[src/rtl/mips_mem_arbiter.sv]
// Two-port arbiter/sequencer for the 256x32 data memory: one access at a time, registered read.
// Define MIPS_ARB_RR_EN for round-robin arbitration; otherwise port 0 has fixed priority.
module mips_mem_arbiter #(
    parameter int unsigned DATA_W = 32,
    parameter int unsigned ADDR_W = 32
) (
    input  logic              clk,
    input  logic              rst_n,
    input  logic              p0_req,
    input  logic              p0_we,
    input  logic [ADDR_W-1:0] p0_addr,
    input  logic [DATA_W-1:0] p0_wdata,
    output logic              p0_gnt,
    output logic              p0_ack,
    output logic [DATA_W-1:0] p0_rdata,
    input  logic              p1_req,
    input  logic              p1_we,
    input  logic [ADDR_W-1:0] p1_addr,
    input  logic [DATA_W-1:0] p1_wdata,
    output logic              p1_gnt,
    output logic              p1_ack,
    output logic [DATA_W-1:0] p1_rdata,
    output logic [ADDR_W-1:0] write_data_address,
    output logic [DATA_W-1:0] write_data,
    output logic              signal_mem_write,
    output logic              signal_mem_read,
    input  logic [DATA_W-1:0] read_mem
);

    typedef enum logic [1:0] {StIdle, StIssue, StResp} state_e;

    state_e              state_q, state_d;
    logic                owner_q, owner_d;
    logic                we_q, we_d;
    logic [ADDR_W-1:0]   addr_q, addr_d;
    logic [DATA_W-1:0]   wdata_q, wdata_d;
    logic                arb_en;
    logic                grant_any;
    logic                grant_port;

`ifdef MIPS_ARB_RR_EN
    logic rr_q, rr_d;

    // rr_q names the favoured port when both request.
    always_comb begin
        if (p0_req && p1_req) begin
            grant_port = rr_q;
        end else begin
            grant_port = ~p0_req;
        end
    end

    always_comb begin
        rr_d = rr_q;
        if (grant_any) begin
            rr_d = ~grant_port;
        end
    end

    always_ff @(posedge clk or negedge rst_n) begin
        if (!rst_n) begin
            rr_q <= 1'b0;
        end else begin
            rr_q <= rr_d;
        end
    end
`else
    always_comb begin
        grant_port = ~p0_req;
    end
`endif

    // Gated with rst_n so a held request cannot show a grant while in reset.
    always_comb begin
        arb_en    = (state_q == StIdle) || (state_q == StResp);
        grant_any = arb_en && (p0_req || p1_req) && rst_n;
        p0_gnt    = grant_any && !grant_port;
        p1_gnt    = grant_any && grant_port;
    end

    always_comb begin
        state_d = state_q;
        owner_d = owner_q;
        we_d    = we_q;
        addr_d  = addr_q;
        wdata_d = wdata_q;
        if (grant_any) begin
            owner_d = grant_port;
            we_d    = grant_port ? p1_we : p0_we;
            addr_d  = grant_port ? p1_addr : p0_addr;
            wdata_d = grant_port ? p1_wdata : p0_wdata;
        end
        unique case (state_q)
            StIdle:  state_d = grant_any ? StIssue : StIdle;
            StIssue: state_d = StResp;
            StResp:  state_d = grant_any ? StIssue : StIdle;
            default: state_d = StIdle;
        endcase
    end

    always_ff @(posedge clk or negedge rst_n) begin
        if (!rst_n) begin
            state_q <= StIdle;
            owner_q <= 1'b0;
            we_q    <= 1'b0;
            addr_q  <= '0;
            wdata_q <= '0;
        end else begin
            state_q <= state_d;
            owner_q <= owner_d;
            we_q    <= we_d;
            addr_q  <= addr_d;
            wdata_q <= wdata_d;
        end
    end

    always_comb begin
        write_data_address = addr_q;
        write_data         = wdata_q;
        signal_mem_write   = (state_q == StIssue) && we_q;
        signal_mem_read    = (state_q == StIssue) && !we_q;
        p0_ack             = (state_q == StResp) && !owner_q;
        p1_ack             = (state_q == StResp) && owner_q;
        p0_rdata           = '0;
        p1_rdata           = '0;
        if (p0_ack && !we_q) begin
            p0_rdata = read_mem;
        end
        if (p1_ack && !we_q) begin
            p1_rdata = read_mem;
        end
    end

endmodule

[config.mk]
export PLATFORM = sky130hd
export DESIGN_NAME = mips_mem_arbiter
export DESIGN_NICKNAME = d
export VERILOG_FILES = /design/src/rtl/mips_mem_arbiter.sv
export SDC_FILE = /design/constraint.sdc
export NUM_CORES = 1
export LEC_CHECK = 0
export ABC_AREA = 1
export CORE_MARGIN = 5
export CORE_UTILIZATION = 34
export CTS_CLUSTER_SIZE = 16
export DETAILED_ROUTE_END_ITERATION = 6
export HOLD_SLACK_MARGIN = 0.03
export PLACE_DENSITY = 0.79
export SETUP_SLACK_MARGIN = 0.4
export SYNTH_ARGS = -nofsm -noshare
export SYNTH_HDL_FRONTEND = slang
export SYNTH_SLANG_ARGS = --single-unit
export TNS_END_PERCENT = 1
[constraint.sdc]
create_clock -name clk -period 1.6 [get_ports clk]
set_clock_uncertainty 0.1 [all_clocks]
set_input_delay 0.32 -clock clk [delete_from_list [all_inputs] [get_ports clk]]
set_output_delay 0.32 -clock clk [all_outputs]
set_load 0.01 [all_outputs]
Yosys cells after proc, flatten, opt, wreduce, memory -nomap -nowiden
Index checks and enable logic that the tools add are counted.

storage, ports and cells
  register bits after elaboration = 68
  input port bits = 166
  output and inout bits = 134
  word-level logic and storage cells = 31

cells by class
  equal/unequal tests = 2
  multiplexer cells = 7
  bitwise operators = 1
  reductions and logical operators = 16

operators by type and width
  kind                  number
  $mux W32              4
  $logic_and A1 B1 Y1   10
  $pmux W2 S2           1
  $eq A2 B1 Y1 const B  1
  $eq A2 B2 Y1 const B  1
  $logic_not A1 Y1      2
  $logic_not A2 Y1      1
  $logic_or A1 B1 Y1    2
  $mux W1               2
  $reduce_or A2 Y1      1
  $not A1 Y1            1

Depth between registers and ports, before layout
  depth after elaboration = 6
  depth in mapped cells = 7
  mapped depth without buffers = 5

Worst setup path after synthesis
Ideal clock, no wire load.

  kind = flip-flop to output port
  from = register state_q[0]
  to = output p1_rdata[10]
  arrival time = 985 ps
  required time = 1180 ps
  path slack = 195 ps
  cell stages (with the launch flop) = 5
  buffers on the path = 1
  cells stage by stage = dfrtp_1 > inv_2 > nand4_1 > buf_2 > nor2_1

between the ends
  longest elaborated chain between the ends = 4

RTL lines
  what                    line  source
  start, declared         32    state_e state_q, state_d;
  start signal, assigned  103   state_q <= StIdle;
  start signal, assigned  109   state_q <= state_d;
  $eq A2 B2 Y1            123   p1_ack = (state_q == StResp) && owner_q;
  $logic_and A1 B1 Y1     123
  $logic_and A1 B1 Y1     129   if (p1_ack && !we_q) begin
  $mux W32                129
  end, declared           22    output logic [DATA_W-1:0] p1_rdata,

Every way passes these cells.

Final worst setup path
  from = register owner_q
  to = output p0_rdata[23]

between the ends
  longest elaborated chain between the ends = 4

RTL lines
  what                    line  source
  start, declared         33    logic owner_q, owner_d;
  start signal, assigned  110   owner_q <= owner_d;
  $logic_not A1 Y1        122   p0_ack = (state_q == StResp) && !owner_q;
  $logic_and A1 B1 Y1     122
  $logic_and A1 B1 Y1     126   if (p0_ack && !we_q) begin
  $mux W32                126
  end, declared           15    output logic [DATA_W-1:0] p0_rdata,

Every way passes these cells.

==> results.sh <==
export IMPL_hpwl_um=12600
export IMPL_synth_seq_cells=68
export IMPL_reg2reg_from="state_q[0]"
export IMPL_grt_max_degree=44
export IMPL_status="finished, violations left"
export IMPL_vias_per_cell=4.55
export IMPL_die_h_um=116
export IMPL_combPwrFrac_pct=34.4
export IMPL_grt_first_pass_wirelength_um=24600
export IMPL_tightest_slew_ns=0.548
export IMPL_drtIter0Drc=202
export IMPL_power_frac_seq_pct=35.2
export IMPL_powerDensity_nw_per_um2=841
export IMPL_fillCellCount=913
export IMPL_violations="setup timing"
export IMPL_met1_length_um=5500
export IMPL_clock_power_share_pct=30.4
export IMPL_syn_num_nets=779
export IMPL_crit_arrival_ns=1.63
export IMPL_synth_top_area_cell="dfrtp_1"
export IMPL_clkLatencyLatePin_ns=0.32
export IMPL_fp_dieW_um=116
export IMPL_p_leak_nw=4.21
export IMPL_async_flop_share_pct=100
export IMPL_tritoncts="yes"
export IMPL_ys_seq_area_share_pct=44.6
export IMPL_crit_start="owner_q"
export IMPL_synth_most_common_cell="nand2_1"
export IMPL_numCtsBuffers=9
export IMPL_top_layer="met4"
export IMPL_start_util_pct=34.9
export IMPL_totalPowerFinal_w=0.00641
export IMPL_rows=38
export IMPL_netlist_instances=613
export IMPL_clk_pin_slew_ns=0.06
export IMPL_critPathMaxFanout=5
export IMPL_antenna_found_initial=3
export IMPL_cap_violations=0
export IMPL_routed_wl_um=16200
export IMPL_path_delay_family="buffers and inverters"
export IMPL_wl_met2_um=8880
export IMPL_crit_buf_inv=5
export IMPL_final_min_clock_period_ns=2.05
export IMPL_cp_slowest_stage_delay_ns=0.41
export IMPL_synth_area_per_cell_um2=6.22
export IMPL_end_kind="primary output"
export IMPL_fin_ws_ns=-0.449
export IMPL_p_sw_share_pct=30.3
export IMPL_critPathLaunchType="register"
export IMPL_hold_class="input pin to async pin"
export IMPL_fmax_mhz=488
export IMPL_final_layout_size_suffix_gt1_share_pct=33.2
export IMPL_crit_slowest_cell="dfrtp_1"
export IMPL_hold_ws_ns=0.206
export IMPL_htreeDepth=3
export IMPL_rsz0062_at_grt="yes"
export IMPL_final_util_pct=69.7
export IMPL_synth_ff_type="dfrtp_1"
export IMPL_antenna_left=0
export IMPL_synth_area_leaders="dfrtp_1 45%, nand2_1 39%, nor2_1 6.7%, inv_1 3.7%, buf_2 2.8%"
export IMPL_fin_nets=1094
export IMPL_intPower_w=0.00447
export IMPL_dp_worst_setup_slack_ns=-0.399
export IMPL_synthesis_area_um2=3810
export IMPL_slew_headroom_pct=63.5
export IMPL_drc=0
export IMPL_path_cells="inv_2 -> nand4_1 -> clkbuf_16 -> buf_8 -> buf_6 -> nor2_2 -> buf_2"
export IMPL_wl_per_cell_um=15.1
export IMPL_finalHoldViolations=0
export IMPL_synth_top_area_share_pct=44.6
export IMPL_slew_violations=0
export IMPL_num_vias=4896
export IMPL_portBuffers=299
export IMPL_die_area_um2=13400
export IMPL_cts_buffer_depth=2
export IMPL_area_growth_pct=99.9
export IMPL_grt_usage_pct=23.2
export IMPL_cts_sinks=68
export IMPL_synth_cell_type_count=12
export IMPL_yosys_warnings=0
export IMPL_io_pin_count=300
export IMPL_synth_top_cells_by_count="395 x nand2_1, 68 x dfrtp_1, 68 x nor2_1"
export IMPL_first_pass_iters=4
export IMPL_met3WireLength_um=1200
export IMPL_switchingPower_w=0.00194
export IMPL_grt_overflow_total=0
export IMPL_post_route_period_util_pct=128
export IMPL_peakVddDrop_mv=0.619
export IMPL_first_global_vias=5017
export IMPL_clock_tree_root_cell="clkbuf_16"
export IMPL_design_core_area_um2=10900
export IMPL_setup_viol=69
export IMPL_gp_congestion=0.867
export IMPL_critPathRequiredTime_ns=1.18
export IMPL_criticalPathCategory="register to primary output"
export IMPL_synth_edf_count=0
==> metal layers <==
metal  up-vias  GRT usage (%)
met5         -              0
met2       201           44.2
met4         0           10.4
met3        44           5.54
met1      2234           23.9
li1       2417              -
==> power by group through the flow <==
stage               logic (W)  clock network (W)  registers (W)
floorplan            0.000621                  0        0.00232
global placement      0.00208                  0        0.00217
detailed placement    0.00211                  0        0.00219
CTS                   0.00209            0.00200        0.00220
global route          0.00239            0.00207        0.00229
finish                0.00221            0.00195        0.00226
==> through the flow <==
step	instances	setup TNS [ns]	instance area, um^2
after floorplan	613	0	3980
after global placement	1042	-23.48	7190
after detailed placement	1042	-25.47	7190
after CTS	1071	-21.66	7310
after global routing	1076	-24.27	7620
final	1076	-19.07	7620
==> what timing repair did <==
item,CTS,global route
buffers inserted,10,2
hold buffers,1,0
pin swaps,2,18
gates resized for setup,620,79
endpoints found under the setup margin,201,244
hold endpoints to repair,68,0
cloned,2,0
==> worst min-delay path, cell delays in order <==
cell	delay, ns
buf_2	0.09
dlymetal6s4s_1	0.20
buf_4	0.48
==> registers in the layout (all words and copies together) (netlist names) <==
signal,count
owner_q,1
state_q,2
we_q,1
write_data,32
write_data_address,32
==> kinds of logic (layout without fill, tap and decap cells) <==
family                 count (synthesis)  count (layout)  synth area share, %
buffers and inverters                 74             394                 8.66
AND/OR/NAND/NOR                      471             471                 46.7
other                                  0               3                    0
flip-flops                            68              68                 44.6
==> layout make-up <==
class                   instances  area [um^2]  share of cell area [%]
clock buffers                  10          239                    3.14
diodes                          3         7.51                  0.0985
well taps                     140          175                    2.30
repair buffers                338         3120                    40.9
clock inverters                 6         63.8                   0.837
flip-flops and latches         68         1700                    22.3
multi-input cells             471         2170                    28.4
inverters                      40          150                    1.97
==> final timing paths <==
kind / slack, ns / cells past startpoint / endpoint
max: -0.45 / 7 / p0_rdata[23]
min: 0.21 / 3 / write_data_address[3]
max reg2reg: 0.14 / 7 / write_data_address[0]
min reg2reg: 0.38 / 2 / write_data_address[19]
max in group asynchronous: 0.82 / 3 / write_data[1]
min in group clk: 0.32 / 5 / owner_q
==> cells in the final DEF, fill, tap and decap left out, drive strengths merged <==
| master | n |
|---|---|
| bufinv | 1 |
| clkbuf | 11 |
| dlymetal6s4s | 1 |
| nand3 | 1 |
| dfrtp | 68 |
| nor3 | 4 |
| nor2 | 69 |
| diode | 3 |
| dlygate4sd2 | 1 |
| clkinvlp | 2 |
| buf | 173 |
| nand2 | 395 |
| clkdlybuf4s50 | 162 |
| inv | 40 |
| nand4 | 2 |
| clkinv | 3 |
Note: power is estimated with default switching activity, not from simulation.
